===== src/rtl/int_pkg.sv =====
// int_pkg: shared constants and state encoding for the interrupt service scheduler.
// Revision 1.0
`default_nettype none

package int_pkg;

    localparam int NSRC    = 13;
    localparam int SW_W    = 8;
    localparam int BTN_W   = 5;
    localparam int ID_W    = 4;
    localparam int ID_SW0  = 0;
    localparam int ID_BTN0 = 8;
    localparam int ID_LAST = NSRC - 1;

    typedef enum logic [1:0] {
        IDLE = 2'd0,
        PEND = 2'd1,
        CLR  = 2'd2
    } state_t;

endpackage

`default_nettype wire


===== src/rtl/rr_arbiter.sv =====
// rr_arbiter: combinational round-robin pick over 13 sources, starting after 'last'.
// Revision 1.0
`default_nettype none

module rr_arbiter
    import int_pkg::*;
(
    input  logic [NSRC-1:0] req,
    input  logic [ID_W-1:0] last,
    output logic [ID_W-1:0] gnt_id,
    output logic            gnt_valid
);

    logic [ID_W:0] idx;

    // Walk offsets from farthest to nearest so the nearest pending source wins.
    always_comb begin
        gnt_id    = '0;
        gnt_valid = 1'b0;
        idx       = '0;
        for (int k = NSRC; k >= 1; k--) begin
            idx = {1'b0, last} + (ID_W+1)'(k);
            if (idx >= (ID_W+1)'(NSRC)) begin
                idx = idx - (ID_W+1)'(NSRC);
            end
            if (idx < (ID_W+1)'(NSRC)) begin
                if (req[idx[ID_W-1:0]]) begin
                    gnt_id    = idx[ID_W-1:0];
                    gnt_valid = 1'b1;
                end
            end
        end
    end

endmodule

`default_nettype wire


===== src/rtl/int_sched.sv =====
// int_sched: round-robin interrupt grant with CPU handshake, clear pulse, ack timeout and service count.
// Revision 1.0
`default_nettype none

module int_sched
    import int_pkg::*;
#(
    parameter int TIMEOUT = 1000,
    parameter int CNT_W   = 16
) (
    input  logic              clk,
    input  logic              res_n,
    input  logic              enable,
    input  logic [SW_W-1:0]   int_switch_sts,
    input  logic [BTN_W-1:0]  int_button_sts,
    output logic [SW_W-1:0]   int_switch_clr,
    output logic [BTN_W-1:0]  int_button_clr,
    output logic              irq,
    output logic [ID_W-1:0]   irq_id,
    input  logic              irq_ack,
    output logic              timeout_sts,
    input  logic              timeout_clr,
    output logic [CNT_W-1:0]  service_cnt
);

    localparam int TW = $clog2(TIMEOUT);

    logic [NSRC-1:0] req;
    logic [ID_W-1:0] last;
    logic [ID_W-1:0] gnt_id;
    logic            gnt_valid;
    logic [TW-1:0]   tcnt;
    logic [NSRC-1:0] clr_vec;

    state_t state, state_nxt;
    logic   do_grant, do_ack, do_drop, do_timeout;

    assign req = {int_button_sts, int_switch_sts};

    rr_arbiter u_arb (
        .req       (req),
        .last      (last),
        .gnt_id    (gnt_id),
        .gnt_valid (gnt_valid)
    );

    always_ff @(posedge clk) begin
        if (!res_n) begin
            state <= IDLE;
        end else begin
            state <= state_nxt;
        end
    end

    always_comb begin
        state_nxt  = state;
        do_grant   = 1'b0;
        do_ack     = 1'b0;
        do_drop    = 1'b0;
        do_timeout = 1'b0;
        case (state)
            IDLE: begin
                if (enable && gnt_valid) begin
                    do_grant  = 1'b1;
                    state_nxt = PEND;
                end
            end
            PEND: begin
                if (irq_ack) begin
                    do_ack    = 1'b1;
                    state_nxt = CLR;
                end else if (!req[irq_id]) begin
                    do_drop   = 1'b1;
                    state_nxt = IDLE;
                end else if (tcnt == TW'(TIMEOUT - 1)) begin
                    do_timeout = 1'b1;
                    state_nxt  = IDLE;
                end
            end
            CLR:     state_nxt = IDLE;
            default: state_nxt = IDLE;
        endcase
    end

    always_ff @(posedge clk) begin
        if (!res_n) begin
            irq         <= 1'b0;
            irq_id      <= '0;
            last        <= ID_W'(ID_LAST);
            tcnt        <= '0;
            clr_vec     <= '0;
            timeout_sts <= 1'b0;
            service_cnt <= '0;
        end else begin
            if (do_grant) begin
                irq    <= 1'b1;
                irq_id <= gnt_id;
                last   <= gnt_id;
                tcnt   <= '0;
            end else if (do_ack || do_drop || do_timeout) begin
                irq <= 1'b0;
            end else if (state == PEND) begin
                tcnt <= tcnt + TW'(1);
            end

            // Clear is only ever decoded from an acknowledged grant, so at most one bit is set.
            clr_vec <= do_ack ? ({{(NSRC-1){1'b0}}, 1'b1} << irq_id) : '0;

            if (do_timeout) begin
                timeout_sts <= 1'b1;
            end else if (timeout_clr) begin
                timeout_sts <= 1'b0;
            end

            if (do_ack && (service_cnt != {CNT_W{1'b1}})) begin
                service_cnt <= service_cnt + CNT_W'(1);
            end
        end
    end

    assign int_switch_clr = clr_vec[ID_BTN0-1:ID_SW0];
    assign int_button_clr = clr_vec[NSRC-1:ID_BTN0];

endmodule

`default_nettype wire

===== config.mk =====
export PLATFORM = sky130hd
export DESIGN_NAME = int_sched
export DESIGN_NICKNAME = d
export VERILOG_FILES = /design/src/rtl/int_pkg.sv /design/src/rtl/rr_arbiter.sv /design/src/rtl/int_sched.sv
export SDC_FILE = /design/constraint.sdc
export NUM_CORES = 1
export LEC_CHECK = 0
export CORE_ASPECT_RATIO = 1.2
export CORE_MARGIN = 3
export CORE_UTILIZATION = 30
export DETAILED_ROUTE_END_ITERATION = 8
export GPL_ROUTABILITY_DRIVEN = 0
export PLACE_DENSITY = 0.45
export SYNTH_ARGS = -nofsm -noshare
export SYNTH_HDL_FRONTEND = slang
export SYNTH_SLANG_ARGS = --single-unit
export TNS_END_PERCENT = 50

===== constraint.sdc =====
create_clock -name clk -period 11.9 [get_ports clk]
set_clock_uncertainty 0.2 [all_clocks]
set_input_delay 1.19 -clock clk [delete_from_list [all_inputs] [get_ports clk]]
set_output_delay 1.19 -clock clk [all_outputs]
set_load 0.02 [all_outputs]

==> impl_metrics.py, run 1 <==
metrics = {
    "route": {
        "postRouteAntennaNets": 0,
        "drtIter0Drc": 918,
        "drt-total-wl_mm": 39.0,
        "firstDrtPassIters": 6,
        "drc": 0,
        "vias": 9963,
        "wire_per_inst_um": 25.0,
        "drt-vias-per-instance": 6.39,
    },
    "hold_path": {
        "min-delay-start": "irq",
        "hold_depth": 2,
        "hold_class": "register to register",
        "whs_endpoint": "irq",
    },
    "synth": {
        "synthesis.nets": 1248,
        "synth_warnings": 0,
        "ys_seq_area_frac": 0.112,
        "synth.ff_latch_count": 49,
        "yosys_most_used_dff": "dfxtp_1",
        "synthCells": 1207,
        "ys_async_sr_fraction": 0,
        "synth_area_um2": 8740,
        "yosysUniqueCellTypes": 112,
        "synth_edf_count": 0,
        "avgSynthCellArea_um2": 7.24,
    },
    "cts": {
        "cts_hold_buf": 0,
        "numCtsBuffers": 5,
        "clk_path_buf_depth": 2,
        "postCtsSetupBuffers": 0,
        "cts_tree": "done",
        "cts.sink_count": 49,
        "path_clk_slew_ps": 70,
        "cts.repair.resized": 0,
        "clockRootBuffer": "clkbuf_16",
        "htree_levels": 2,
        "clock_latency_ps": 290,
    },
    "worst_setup_path": {
        "end_kind": "register",
        "reg2reg_slack_ps": 6050,
        "critPathMostFrequentCell": "mux2i_4",
        "crit_chain": "inv_2 > ha_2 > buf_4 > nand2b_1 > nand2_1 > mux2i_4 > mux4_2 > mux2i_4 > o32ai_4 > nor3_1 > nand4_1 > o31ai_4 > a211oi_1 > a211o_1",
        "critPathTopFamily": "simple AND/OR/NAND/NOR gates",
        "start_kind": "register",
        "path_max_fanout": 39,
        "worstPathArrival_ps": 5830,
        "cpPeakStageDelay_ps": 750,
        "rr_worst_depth": 14,
        "crit_type": "register to register",
        "slowest_stage": "ha_2",
        "worst-endpoint-required_ps": 11880,
        "r2r-start": "irq_id[0]",
        "crit_buf_inv": 2,
        "r2r_end": "last[3]",
    },
    "global_routing": {
        "antenna_found_initial": 0,
        "grt_usage": 0.241,
        "grt_max_degree": 47,
        "grt-ovfl-total": 0,
        "grt_pass1_wl_mm": 58.4,
        "grt_pass1_vias": 9328,
    },
    "floorplan": {
        "fp.dieW_um": 162,
        "rows": 67,
        "die-area_um2": 31200,
        "core_area_um2": 28300,
        "initial_utilization": 0.309,
        "ios": 53,
        "die_h_um": 193,
    },
    "sta": {
        "slew_violations": 0,
        "setup_viol": 0,
        "final_hold_viol_count": 0,
        "timing.fmax_ghz": 0.171,
        "setup_tns_ps": 0,
        "period_share": 0.491,
        "worst_pin_slew_ps": 992,
        "rsz0062_at_grt": "false",
        "fin_crit_ps": 5850,
        "slew-limit-headroom": 0.336,
    },
    "final_layout": {
        "regArea_um2": 987,
        "fillCellCount": 3115,
        "drive_gt1_frac": 0.0999,
        "num_antenna_cells": 0,
        "final_area_um2": 9540,
        "multi_input_area_um2": 7100,
        "nets": 1221,
        "syn2layout_area_growth_pct": 9.06,
    },
    "placement": {
        "dpl_cell_area_um2": 9360,
        "dp_hpwl_mm": 27.9,
        "port_buffers": 52,
    },
    "job": {
        "drv_cap": 0,
    },
    "status": {
        "run_status": "completed",
    },
}
flip-flops by register name, summed over array words and instances, names as in the netlist:
name / cells
irq: 1
tcnt: 10
service_cnt: 16
irq_id: 4
timeout_sts: 1
last: 2
state: 2
clr_vec: 13
routing by layer:
metal,global-route usage,wire [µm]
met5,0,0
met4,0.128,2250
met3,0.0269,2890
met2,0.409,18100
met1,0.300,15700
worst register-to-register path, delay by kind of cell (launching register included):
kind | cells | cell delay [ps]
flip-flops | 1 | 620
AND/OR/NAND/NOR | 4 | 1500
multiplexers | 3 | 930
adder cells (fa/ha/maj) | 1 | 750
buffers and inverters | 2 | 570
AO/OA/AOI/OAI | 4 | 1170
synthesized netlist by cell type (21+ instances only):
cell / n / area [µm²]
nand3_1: 51 / 255
dfxtp_1: 49 / 981
nor2_1: 101 / 379
a21oi_1: 90 / 450
mux2i_1: 36 / 360
nor2b_1: 24 / 150
nor3_1: 37 / 185
nand2_1: 82 / 308
clkbuf_1: 52 / 195
o21ai_0: 71 / 355
and2_1: 22 / 138
inv_1: 23 / 86.3
buf_2: 36 / 180
ha_1: 23 / 288
xor2_1: 21 / 184
xnor2_1: 25 / 219
a211oi_1: 25 / 188
cell usage in the layout, fill, tap and decap left out, types with 17 or more instances in the layout:
cell / n
o22ai_1: 17
ha_1: 22
o211ai_1: 20
a21oi_1: 90
inv_1: 23
nand3_1: 51
and2_1: 22
o21ai_0: 71
nand2_1: 82
xnor2_1: 25
mux2i_1: 36
nor2b_1: 24
xor2_1: 21
nor3_1: 37
a21o_1: 18
nor2_1: 101
nand2b_1: 17
dfxtp_1: 46
clkdlybuf4s50_1: 52
a211oi_1: 25
buf_4: 24
stage by stage:
stage | cells | hold WS, ps | setup slack (ps) | utilization
final | 1560 | 289 | 6050 | 0.337
after global routing | 1560 | 325 | 5800 | 0.337
after CTS | 1560 | 295 | 6150 | 0.337
after detailed placement | 1552 | 275 | 6190 | 0.330
after global placement | 1552 | 277 | 6300 | 0.330
after floorplan | 1207 | 277 | 6560 | -
worst max path at each step:
stage                         start         to  slack, ps  cells past startpoint
after CTS                 irq_id[0]    last[3]       6150                     14
final                     irq_id[0]    last[3]       6050                     14
after global placement      last[2]    last[3]       6300                     14
after floorplan           irq_id[0]  irq_id[1]       6560                     25
after global routing      irq_id[0]    last[3]       5800                     14
after detailed placement  irq_id[0]    last[3]       6190                     14
kinds of logic after synthesis:
family / after synthesis / share of synthesized area
muxes: 53 / 0.0734
buffers and inverters: 137 / 0.0765
xor gates and xnor gates: 53 / 0.0611
AOI/OAI and AO/OA: 445 / 0.377
DFF: 49 / 0.112
and+or+nand+nor: 447 / 0.267
adders and majority gates: 23 / 0.0329
cell type report:
cell class                 instances  share of cell area
clock buffer                       6              0.0146
clock inverter                     2             0.00394
inverter                          27              0.0106
multi-input combinational       1021               0.744
sequential                        49               0.104
tap                              379              0.0497
timing repair buffer              76              0.0735
Power of run 1 is not shown: default switching activity piles up to over one toggle a cycle in this logic, so the estimate is an artifact.
==> run 2, diff against run 1 <==
Settings changed: PLACE_DENSITY 0.45 to 0.47.
Clock period 11.9 ns to 5.3 ns, I/O delays scaled along.
==> run 2 against run 1 <==
Against the previous run:
- worst setup slack lost 5500 ps
- global-route usage barely moved
- wire length is essentially flat
- register-to-register slack worse by 5500 ps
- critical path type unchanged
- final cell count up 2.8%
- critical path depth unchanged
- sequential share of layout area is 0.33 points lower
==> impl_metrics.py, run 2 (synthesized netlist as in run 1, its figures left out) <==
metrics = {
    "sta": {
        "period_share": 0.904,
        "setup_tns_ps": 0,
        "timing.fmax_ghz": 0.209,
        "slew_violations": 0,
        "final_hold_viol_count": 0,
        "slew-limit-headroom": 0.293,
        "rsz0062_at_grt": "false",
        "worst_pin_slew_ps": 1060,
        "setup_viol": 0,
        "fin_crit_ps": 4790,
    },
    "final_layout": {
        "reg_top3": "service_cnt (16), clr_vec (13), tcnt (10)",
        "largest_register": "service_cnt",
        "largest_reg_flops": 16,
        "nets": 1264,
        "final_area_um2": 9850,
        "final_common_cell": "nor2_1",
        "final_cell_mix": "101 x nor2_1, 90 x a21oi_1, 82 x nand2_1",
        "fillCellCount": 3102,
        "syn2layout_area_growth_pct": 12.6,
        "drive_gt1_frac": 0.131,
        "num_antenna_cells": 0,
    },
    "global_routing": {
        "grt_pass1_vias": 9511,
        "grt-ovfl-total": 0,
        "grt_usage": 0.241,
        "grt_pass1_wl_mm": 58.8,
        "grt_max_degree": 75,
        "antenna_found_initial": 0,
    },
    "power_and_ir_drop": {
        "p_per_area_nw_per_um2": 810,
        "power_leakage_uw": 0.00353,
        "ir_drop_mv": 0.249,
    },
    "cts": {
        "path_clk_slew_ps": 70,
        "postCtsSetupBuffers": 0,
        "clock_latency_ps": 300,
        "clockRootBuffer": "clkbuf_16",
        "cts.sink_count": 49,
        "numCtsBuffers": 5,
        "cts.repair.resized": 0,
        "cts_hold_buf": 0,
        "htree_levels": 2,
        "clk_path_buf_depth": 2,
        "cts_tree": "done",
    },
    "hold_path": {
        "min-delay-start": "irq",
        "hold_class": "register to register",
        "hold_depth": 2,
        "whs_endpoint": "irq",
    },
    "route": {
        "drtIter0Drc": 898,
        "drt-vias-per-instance": 6.29,
        "vias": 10100,
        "drc": 0,
        "postRouteAntennaNets": 0,
        "firstDrtPassIters": 5,
        "drt-total-wl_mm": 39.0,
        "wire_per_inst_um": 24.3,
    },
    "worst_setup_path": {
        "r2r_end": "last[3]",
        "worst-endpoint-required_ps": 5280,
        "start_kind": "register",
        "end_kind": "register",
        "r2r-start": "irq_id[0]",
        "worstPathArrival_ps": 4770,
        "rr_worst_depth": 14,
        "crit_type": "register to register",
        "reg2reg_slack_ps": 510,
        "path_max_fanout": 74,
    },
    "floorplan": {
        "die_h_um": 193,
        "rows": 67,
        "die-area_um2": 31200,
        "core_area_um2": 28300,
        "initial_utilization": 0.309,
        "fp.dieW_um": 162,
        "ios": 53,
    },
    "placement": {
        "dp_hpwl_mm": 29.9,
        "dpl_cell_area_um2": 9710,
        "port_buffers": 52,
    },
    "status": {
        "run_status": "completed",
    },
    "job": {
        "drv_cap": 0,
    },
}
-- run 2: final cells by class --
| cell class | instances | area, µm² | share of cell area |
|---|---|---|---|
| multi-input cells | 1021 | 7100 | 0.720 |
| well taps | 379 | 474 | 0.0481 |
| flip-flops and latches | 49 | 987 | 0.100 |
| clock inverters | 2 | 13.8 | 0.00140 |
| clock buffers | 6 | 129 | 0.0131 |
| repair buffers | 119 | 1050 | 0.106 |
| inverters | 27 | 101 | 0.0103 |
-- run 2: layer usage --
metal / vias up / share of wire / track usage
met2: 463 / 0.47 / 0.416
met5: - / 0 / 0
li1: 4644 / - / -
met3: 130 / 0.067 / 0.0274
met1: 4844 / 0.40 / 0.291
met4: 0 / 0.065 / 0.137
-- run 2: critical path, cell delays in order, from the launching register on --
cell and delay (ps):
dfxtp_4 350, buf_12 220, ha_1 330, xnor2_2 570, nand2_1 350, mux2i_4 430
mux4_2 400, mux2i_4 190, o32ai_4 170, nor3_1 250, nand4_1 230, o31ai_4 330
buf_4 240, a211oi_1 80, a211o_1 290
-- run 2: worst max path at each step --
stage,from,to,slack [ps],cells past startpoint
after floorplan,irq_id[0],irq_id[1],30,25
after global placement,irq_id[0],last[3],560,14
after detailed placement,irq_id[0],last[3],600,14
after CTS,irq_id[0],last[3],580,14
after global routing,irq_id[1],last[3],180,14
final,irq_id[0],last[3],510,14
-- run 2: report_power, final --
group	internal [µW]	total [µW]	leakage (µW)	switching, µW
logic	2600	7240	0.00306	4640
clock network	176	325	0.0000674	149
registers	390	422	0.000397	31.6
total	3160	7980	0.00353	4820
-- run 2: per-stage QoR --
stage | worst slack (ps) | total power, µW | instances | utilization | hold WS [ps]
final | 510 | 7980 | 1603 | 0.348 | 284
after global routing | 180 | 8490 | 1603 | 0.348 | 308
after global placement | 560 | 7480 | 1595 | 0.343 | 277
after floorplan | 33.4 | 5470 | 1207 | - | 277
after detailed placement | 602 | 7450 | 1595 | 0.343 | 275
after CTS | 578 | 7800 | 1603 | 0.348 | 284
Note: power is estimated with default switching activity, not from simulation.
